**src/rtl/boost_pwm_modulator.sv**
```systemverilog
// Boost-converter PWM modulator: sawtooth carrier, duty handshake with
// fixed-point clamp/scale, and complementary gates with dead-time insertion.
module boost_pwm_modulator #(
   parameter int unsigned counter_width = 32,
   parameter int unsigned data_width    = 32,
   parameter int unsigned data_decimal  = 22,
   parameter int unsigned dt_width      = 8
) (
   input  logic                     aclk,
   input  logic                     reset,
   input  logic                     enable,
   input  logic [counter_width-1:0] period,
   input  logic [dt_width-1:0]      deadtime,
   input  logic [data_width-1:0]    duty,
   input  logic                     duty_valid,
   output logic                     duty_ready,
   output logic [counter_width-1:0] counter,
   output logic                     period_start,
   output logic                     S1_pwm,
   output logic                     S1n_pwm
);

   localparam int unsigned pw = data_width + counter_width;
   localparam int unsigned rw = dt_width + 1;
   localparam logic [data_width-1:0] duty_one = data_width'(1) << data_decimal;

   typedef enum logic {st_idle, st_run} state_t;

   state_t                   state_q, state_d;
   logic [counter_width-1:0] counter_d;
   logic [counter_width-1:0] period_sh, period_sh_d;
   logic [counter_width-1:0] cmp_active, cmp_active_d;
   logic [counter_width-1:0] cmp_pending, cmp_pending_d;
   logic                     pend_valid, pend_valid_d;
   logic [data_width-1:0]    duty_hold, duty_hold_d;
   logic                     mult_busy, mult_busy_d;
   logic                     duty_ready_d;
   logic [rw-1:0]            hi_run, hi_run_d;
   logic [rw-1:0]            lo_run, lo_run_d;
   logic                     period_start_d, s1_d, s1n_d;

   logic [counter_width-1:0] period_eff;
   logic [pw-1:0]            product;
   logic                     wrap, apply, raw;
   logic [rw-1:0]            hi_len, lo_len;

   // State and datapath registers
   always_ff @(posedge aclk or posedge reset) begin
      if (reset) begin
         state_q      <= st_idle;
         counter      <= '0;
         period_sh    <= '0;
         cmp_active   <= '0;
         cmp_pending  <= '0;
         pend_valid   <= 1'b0;
         duty_hold    <= '0;
         mult_busy    <= 1'b0;
         duty_ready   <= 1'b1;
         hi_run       <= '0;
         lo_run       <= '0;
         period_start <= 1'b0;
         S1_pwm       <= 1'b0;
         S1n_pwm      <= 1'b0;
      end else begin
         state_q      <= state_d;
         counter      <= counter_d;
         period_sh    <= period_sh_d;
         cmp_active   <= cmp_active_d;
         cmp_pending  <= cmp_pending_d;
         pend_valid   <= pend_valid_d;
         duty_hold    <= duty_hold_d;
         mult_busy    <= mult_busy_d;
         duty_ready   <= duty_ready_d;
         hi_run       <= hi_run_d;
         lo_run       <= lo_run_d;
         period_start <= period_start_d;
         S1_pwm       <= s1_d;
         S1n_pwm      <= s1n_d;
      end
   end

   // Next-state: carrier FSM, duty pipeline, dead-time gate logic
   always_comb begin
      state_d        = state_q;
      counter_d      = counter;
      period_sh_d    = period_sh;
      cmp_active_d   = cmp_active;
      cmp_pending_d  = cmp_pending;
      pend_valid_d   = pend_valid;
      duty_hold_d    = duty_hold;
      mult_busy_d    = mult_busy;
      duty_ready_d   = duty_ready;
      hi_run_d       = '0;
      lo_run_d       = '0;
      period_start_d = 1'b0;
      s1_d           = 1'b0;
      s1n_d          = 1'b0;
      wrap           = 1'b0;

      // Periods below 2 would make the start pulse last more than one cycle
      period_eff = (period < counter_width'(2)) ? counter_width'(2) : period;
      product    = pw'(duty_hold) * pw'(period_sh);

      case (state_q)
         st_idle: begin
            counter_d = '0;
            if (enable) begin
               state_d     = st_run;
               period_sh_d = period_eff;
            end
         end
         st_run: begin
            if (!enable) begin
               state_d   = st_idle;
               counter_d = '0;
            end else if (counter == period_sh - counter_width'(1)) begin
               counter_d   = '0;
               period_sh_d = period_eff;
               wrap        = 1'b1;
            end else begin
               counter_d = counter + counter_width'(1);
            end
         end
         default: state_d = st_idle;
      endcase

      // Accept: clamp to [0, 1.0]; scale on the following cycle
      if (duty_valid && duty_ready) begin
         if (duty[data_width-1])
            duty_hold_d = '0;
         else if (duty > duty_one)
            duty_hold_d = duty_one;
         else
            duty_hold_d = duty;
         mult_busy_d  = 1'b1;
         duty_ready_d = 1'b0;
      end
      if (mult_busy) begin
         cmp_pending_d = counter_width'(product >> data_decimal);
         pend_valid_d  = 1'b1;
         mult_busy_d   = 1'b0;
      end

      // New compare level takes effect only at a period boundary (or while idle)
      apply = pend_valid && (wrap || state_q == st_idle);
      if (apply) begin
         cmp_active_d = cmp_pending;
         pend_valid_d = 1'b0;
         duty_ready_d = 1'b1;
      end

      // Run lengths include the current cycle; a gate opens once its run exceeds deadtime
      raw    = (state_q == st_run) && (counter < cmp_active);
      hi_len = '0;
      lo_len = '0;
      if (raw)
         hi_len = (hi_run == '1) ? hi_run : hi_run + rw'(1);
      else if (state_q == st_run)
         lo_len = (lo_run == '1) ? lo_run : lo_run + rw'(1);

      if (state_d == st_run) begin
         hi_run_d       = hi_len;
         lo_run_d       = lo_len;
         s1_d           = hi_len > rw'(deadtime);
         s1n_d          = lo_len > rw'(deadtime);
         period_start_d = (counter_d == '0);
      end
   end

endmodule

```
**config.mk**
```make
export PLATFORM = sky130hd
export DESIGN_NAME = boost_pwm_modulator
export DESIGN_NICKNAME = d
export VERILOG_FILES = /design/src/rtl/boost_pwm_modulator.sv
export SDC_FILE = /design/constraint.sdc
export NUM_CORES = 2
export LEC_CHECK = 0
export ABC_AREA = 1
export BUFFER_PORTS_ARGS = -buffer_cell sky130_fd_sc_hd__buf_4
export CAP_MARGIN = 25
export CELL_PAD_IN_SITES_DETAIL_PLACEMENT = 1
export CELL_PAD_IN_SITES_GLOBAL_PLACEMENT = 1
export CORE_UTILIZATION = 54
export CTS_CLUSTER_DIAMETER = 80
export DETAILED_ROUTE_END_ITERATION = 10
export PLACE_DENSITY_LB_ADDON = 0.1
export SLEW_MARGIN = 20
export SYNTH_ARGS = -nofsm -noshare
export SYNTH_HDL_FRONTEND = slang
export SYNTH_SLANG_ARGS = --single-unit
```
**constraint.sdc**
```tcl
create_clock -name aclk -period 13.51 [get_ports aclk]
set_input_delay 0.6755 -clock aclk [delete_from_list [all_inputs] [get_ports aclk]]
set_output_delay 0.6755 -clock aclk [all_outputs]
set_load 0.01 [all_outputs]
```
-- Word level (Yosys, flattened, before mapping)
Cells that the tools add are included.
W data, S select, Z words.
- flip-flop bits (word level): 185
- logic and storage cells: 69
- input bits: 76
- output and inout port bits: 36
- magnitude comparators: 5
- reductions and logical operators: 8
- eq/ne operators: 6
- bitwise operators: 1
- multiply operators: 1
- add/sub/neg operators: 4
- multiplexer cells: 30
- operator list (cell ; count):
    $mux W32 ; 6
    $pmux W32 S2 ; 2
    $mux W9 ; 7
    $mux W31 ; 2
    $mul A32 B32 Y54 ; 1
    $add A32 B1 Y32 const B ; 1
    $eq A32 B32 Y1 ; 1
    $gt A32 B23 Y1 const B ; 1
    $logic_not A32 Y1 ; 1
    $lt A32 B2 Y1 const B ; 1
    $lt A32 B32 Y1 ; 1
    $sub A32 B1 Y32 const B ; 1
    $add A9 B1 Y9 const B ; 2
    $eq A9 B9 Y1 const B ; 2
    $gt A9 B8 Y1 ; 2
    $mux W1 ; 13
    $ne A2 B2 Y1 const B ; 2
    $reduce_bool A2 Y1 ; 2
    $logic_and A1 B1 Y1 ; 3
    $reduce_and A3 Y1 ; 1
    $ne A2 B1 Y1 const B ; 1
    $logic_or A1 B1 Y1 ; 1
    $not A1 Y1 ; 1

-- Longest topological paths before layout
- word-level depth: 8
- mapped depth: 32
- gate-level depth less buffers: 30

-- Worst setup path before layout
OpenSTA, ideal clock, no wires.
- kind: reg2reg
- from: register period_sh[25]
- to: register cmp_pending[25]
- setup time: 133 ps
- period minus slack after synthesis: 6891 ps
- buffers on the path: 3
- required time: 13377 ps
- path slack: 6619 ps
- stages on the path, launching flop included: 30
- arrival time: 6758 ps
- cells stage by stage: dfrtp_1 clkbuf_1 clkbuf_1 buf_1 nand2_1 fa_1 inv_1 fa_1 inv_1 fa_1 inv_1 fa_1 fa_1 fa_1 fa_1 fa_1 ha_1 a21oi_1 inv_1 a31oi_1 inv_1 a21oi_1 o21ai_0 a21oi_1 nor2_1 nand3_1 nand2_1 or2_2 nand3_1 o21ai_0
- cells in the longest elaborated chain, start to end: 1
- RTL lines (element ; RTL line ; RTL):
    start: declaration ; 31 ; logic [counter_width-1:0] period_sh, period_sh_d;
    start signal: assignment ; 67 ; period_sh <= period_sh_d;
    $mul A32 B32 Y54 ; 102 ; product = pw'(duty_hold) * pw'(period_sh);
    end signal: assignment ; 69 ; cmp_pending <= cmp_pending_d;
    end: declaration ; 33 ; logic [counter_width-1:0] cmp_pending, cmp_pending_d;
Every way passes these cells.
A chain may end at the register's enable or synchronous reset.

-- Worst setup path in the final report
- from: register period_sh[8]
- to: register cmp_pending[20]
Same word-level chain as after synthesis.

==> impl_metrics.ini <==
[timing]
final_max_slew_viol_count = 0
finalSetupTns_ns = 0
final-hold-violation-count = 0
finalSetupViolations = 0
timing.clock.skew_ns = 0.01560
worst_hold_slack_ns = 0.1343
max_freq_mhz = 128.8
rsz_0062_raised_after_global_routing = false
worstMarginPinSlew_ns = 1.064
maxSlewHeadroom = 0.2909
fin_crit_sh = 0.5746
worst_slack_ns = 5.747
finalCriticalPeriod_ns = 7.763

[floorplan]
die_w_um = 281.8
floorplan_core_area_sq_um = 77470
count_of_pins_on_the_block_boundary = 112
die_h_um = 281.8
floorplan.die_area_sq_um = 79410
start_util = 0.5457
rows = 102

[synthesis]
ys_warn_count = 0
synthesis.nets = 6669
syn-instance-count = 5508
synth_seq_area_share = 0.1089
yosysUniqueCellTypes = 54
syn_area_per_cell_sq_um = 7.675
post_synth_main_area_contributors = sky130_fd_sc_hd__fa_1 39%, sky130_fd_sc_hd__inv_1 14%, sky130_fd_sc_hd__nand2_1 12%, sky130_fd_sc_hd__dfrtp_1 11%, sky130_fd_sc_hd__ha_1 7.5%
netlist_area_sq_um = 42270
synth_enable_flop_cells = 0
synth_largest_type_area_fraction = 0.3935
ys_ff_latch = 184
synth_async_sr_flop_share = 1.000
leading_area_contributor_after_synthesis = sky130_fd_sc_hd__fa_1
ys_dominant_reg_cell = sky130_fd_sc_hd__dfrtp_1

[global_route]
globalRouteOverflowTotal = 0
number_of_global_route_vias_before_repair = 40100
pin_count_of_the_biggest_net_entering_global_routing = 128
initial_antenna_violation_count = 2
first_pass_grt_wire_length_mm = 223.4
global_routing_usage_summed_across_all_routing_layers = 0.3717

[cells_and_area]
drive_gt1_frac = 0.05380
most_frequent_cells_in_the_layout = 1,590 x sky130_fd_sc_hd__inv_1, 1,376 x sky130_fd_sc_hd__nand2_1, 831 x sky130_fd_sc_hd__fa_1
num_antenna_cells = 0
flow.area_growth_from_synthesis_pct = 5.094
mostFrequentLayoutCell = sky130_fd_sc_hd__inv_1
layout.nets = 6595

[drt]
drtIter0Drc = 2452
final_antenna_net_count = 0
route.detailed.wl_per_inst_um = 21.88
route.detailed.drc = 0
drtPass1Iterations = 8
vias = 35460
route.final.wire_length_mm = 141.9
vias_per_cell = 5.468

[power]
power_per_cell_area_nw_per_um2 = 52.91
internal_power_mw = 1.257
portion_of_total_power_attributed_to_combinational_logic = 0.456
static-leakage-power_nw = 26.17
report.power.total_mw = 2.351
net_switching_fraction_of_the_power = 0.4653
portion_of_total_power_attributed_to_sequential_cells = 0.306
pwr-share-clk = 0.239
peakVddDrop_mv = 0.1085
power.switching_mw = 1.094

[critical_path]
timing.critical_path.fanout_max = 35
cp.arrival_ns = 8.11
worst_r2r_startpoint = period_sh[8]
worst-r2r-setup-slack_ns = 5.75
cp-end-kind = register
worst_r2r_path_depth = 24
setup_crit_start = period_sh[8]
setup.worst_path.class = register to register
worstSetupStartpointType = register
worstPathRequired_ns = 13.86
crit_reg_reg_endpoint = cmp_pending[20]
crit_end = cmp_pending[20]

[placement]
placement.setup.worst_slack_ns = 5.778
dp.final_hpwl_mm = 113.2
buffer_ports.inserted = 111
gp_routability_congestion = 0.9241

[clock_tree]
post_cts_hold_fix_bufs = 0
postCtsSetupRepairBufs = 0
cts_max_path_buffers = 2
tritoncts_num_sinks = 184
cts_max_level = 4
cts_resized = 0
clock_latency_ns = 0.49
root_buffer = sky130_fd_sc_hd__clkbuf_16
cts_buffers = 17
clkTransAtPathRegs_ns = 0.08
tritoncts = built

[run]
cap_viol_max_count = 0

[worst_hold_path]
hp-class = input port to asynchronous set/reset pin

[run_status]
run_status = completed
==> critical path: stages (launching register included) <==
cell and delay [ns]:
sky130_fd_sc_hd__dfrtp_1 0.34, sky130_fd_sc_hd__buf_4 0.51, sky130_fd_sc_hd__nand2_1 0.17, sky130_fd_sc_hd__fa_1 0.54, sky130_fd_sc_hd__fa_1 0.53, sky130_fd_sc_hd__fa_1 0.51, sky130_fd_sc_hd__fa_1 0.51, sky130_fd_sc_hd__inv_1 0.06
sky130_fd_sc_hd__fa_1 0.61, sky130_fd_sc_hd__fa_1 0.46, sky130_fd_sc_hd__fa_1 0.54, sky130_fd_sc_hd__fa_1 0.45, sky130_fd_sc_hd__ha_1 0.42, sky130_fd_sc_hd__a21oi_1 0.19, sky130_fd_sc_hd__inv_1 0.07, sky130_fd_sc_hd__a31oi_1 0.22
sky130_fd_sc_hd__inv_1 0.06, sky130_fd_sc_hd__a21oi_1 0.17, sky130_fd_sc_hd__a21boi_0 0.20, sky130_fd_sc_hd__nand2_1 0.12, sky130_fd_sc_hd__a21boi_0 0.34, sky130_fd_sc_hd__o21bai_1 0.12, sky130_fd_sc_hd__or2_2 0.28, sky130_fd_sc_hd__nand3_1 0.06
sky130_fd_sc_hd__o21ai_0 0.10
==> per-layer routing <==
metal / up-vias / track usage / wire, um
li1: 15560 / - / -
met5: - / 0 / 27
met4: 4 / 0.1164 / 4179
met2: 1192 / 0.6461 / 70710
met1: 18410 / 0.4733 / 57680
met3: 291 / 0.06099 / 9340
==> through the flow <==
step	cell area, sq um	util	instances
2_1_floorplan	42270	-	5508
3_3_place_gp	43800	0.5654	6454
3_5_place_dp	43800	0.5654	6454
4_1_cts	44400	0.5732	6485
5_1_grt	44430	0.5735	6486
6_report	44430	0.5735	6486
==> worst min-delay path by stage <==
stage	end	slack, ns	depth (start not counted)	startpoint
finish	cmp_pending[7]	0.13	2	reset
global route	cmp_pending[7]	0.14	2	reset
CTS	duty_ready	0.34	2	duty_valid
detailed placement	cmp_active[25]	0.48	2	cmp_active[25]
global placement	duty_hold[3]	0.47	2	duty_hold[3]
floorplan	cmp_active[16]	0.45	2	cmp_active[16]
==> synthesized netlist by cell type, types with 3 or more instances <==
master	instances
sky130_fd_sc_hd__o21bai_1	11
sky130_fd_sc_hd__a211oi_1	3
sky130_fd_sc_hd__buf_4	3
sky130_fd_sc_hd__nor2_2	11
sky130_fd_sc_hd__o21ai_1	16
sky130_fd_sc_hd__fa_1	831
sky130_fd_sc_hd__buf_6	7
sky130_fd_sc_hd__nor3_1	52
sky130_fd_sc_hd__xnor2_1	30
sky130_fd_sc_hd__o211ai_1	4
sky130_fd_sc_hd__a21o_1	7
sky130_fd_sc_hd__mux2_2	6
sky130_fd_sc_hd__clkbuf_2	3
sky130_fd_sc_hd__nand3b_1	4
sky130_fd_sc_hd__or2_2	31
sky130_fd_sc_hd__o21ai_0	120
sky130_fd_sc_hd__inv_1	1591
sky130_fd_sc_hd__a31oi_1	24
sky130_fd_sc_hd__nor2_4	6
sky130_fd_sc_hd__nor4_1	20
sky130_fd_sc_hd__buf_1	20
sky130_fd_sc_hd__mux2_4	12
sky130_fd_sc_hd__nand4_1	35
sky130_fd_sc_hd__a21boi_0	4
sky130_fd_sc_hd__clkbuf_1	221
sky130_fd_sc_hd__ha_1	254
sky130_fd_sc_hd__buf_2	19
sky130_fd_sc_hd__o21a_1	10
sky130_fd_sc_hd__xor2_1	52
sky130_fd_sc_hd__nor2_1	273
sky130_fd_sc_hd__nand2_2	3
sky130_fd_sc_hd__o31ai_1	27
sky130_fd_sc_hd__a221oi_1	3
sky130_fd_sc_hd__nand3_1	104
sky130_fd_sc_hd__dfrtp_1	183
sky130_fd_sc_hd__a21oi_1	108
sky130_fd_sc_hd__nand2_1	1377
==> layout make-up <==
class                      instances  area (sq um)
sequential                       184          4607
fill                            9730         33040
clock buffer                      18         439.2
tap                             1040          1301
multi-input combinational       3456         30550
clock inverter                    13         158.9
inverter                        1594          5991
timing repair buffer             181          1379
==> state kept, by name (all words and copies together), names as in the netlist <==
name          flops
S1_pwm            1
mult_busy         1
S1n_pwm           1
period_sh        32
duty_hold        31
lo_run            9
hi_run            9
counter          32
cmp_active       32
state_q           1
cmp_pending      32
period_start      1
pend_valid        1
duty_ready        1
==> logic make-up (layout without fill, tap and decap cells) <==
kind of cell	after synthesis	after routing	share of synthesized area
AND/OR/NAND/NOR	1924	1924	0.1837
buffers and inverters	1868	1806	0.1684
adder cells (fa/ha/maj)	1085	1085	0.4687
AO/OA/AOI/OAI	344	344	0.04653
flip-flops	184	184	0.1089
XOR/XNOR	83	83	0.01737
multiplexers	20	20	0.006334
==> power by group through the flow <==
stage               Sequential (mW)  Combinational, mW  Clock [mW]
finish                        0.719               1.07       0.561
global route                  0.727               1.17       0.577
CTS                           0.716               1.06       0.561
detailed placement            0.725               1.04           0
global placement              0.720               1.00           0
floorplan                     0.692              0.679           0
Power figures use the tool's default switching activity.
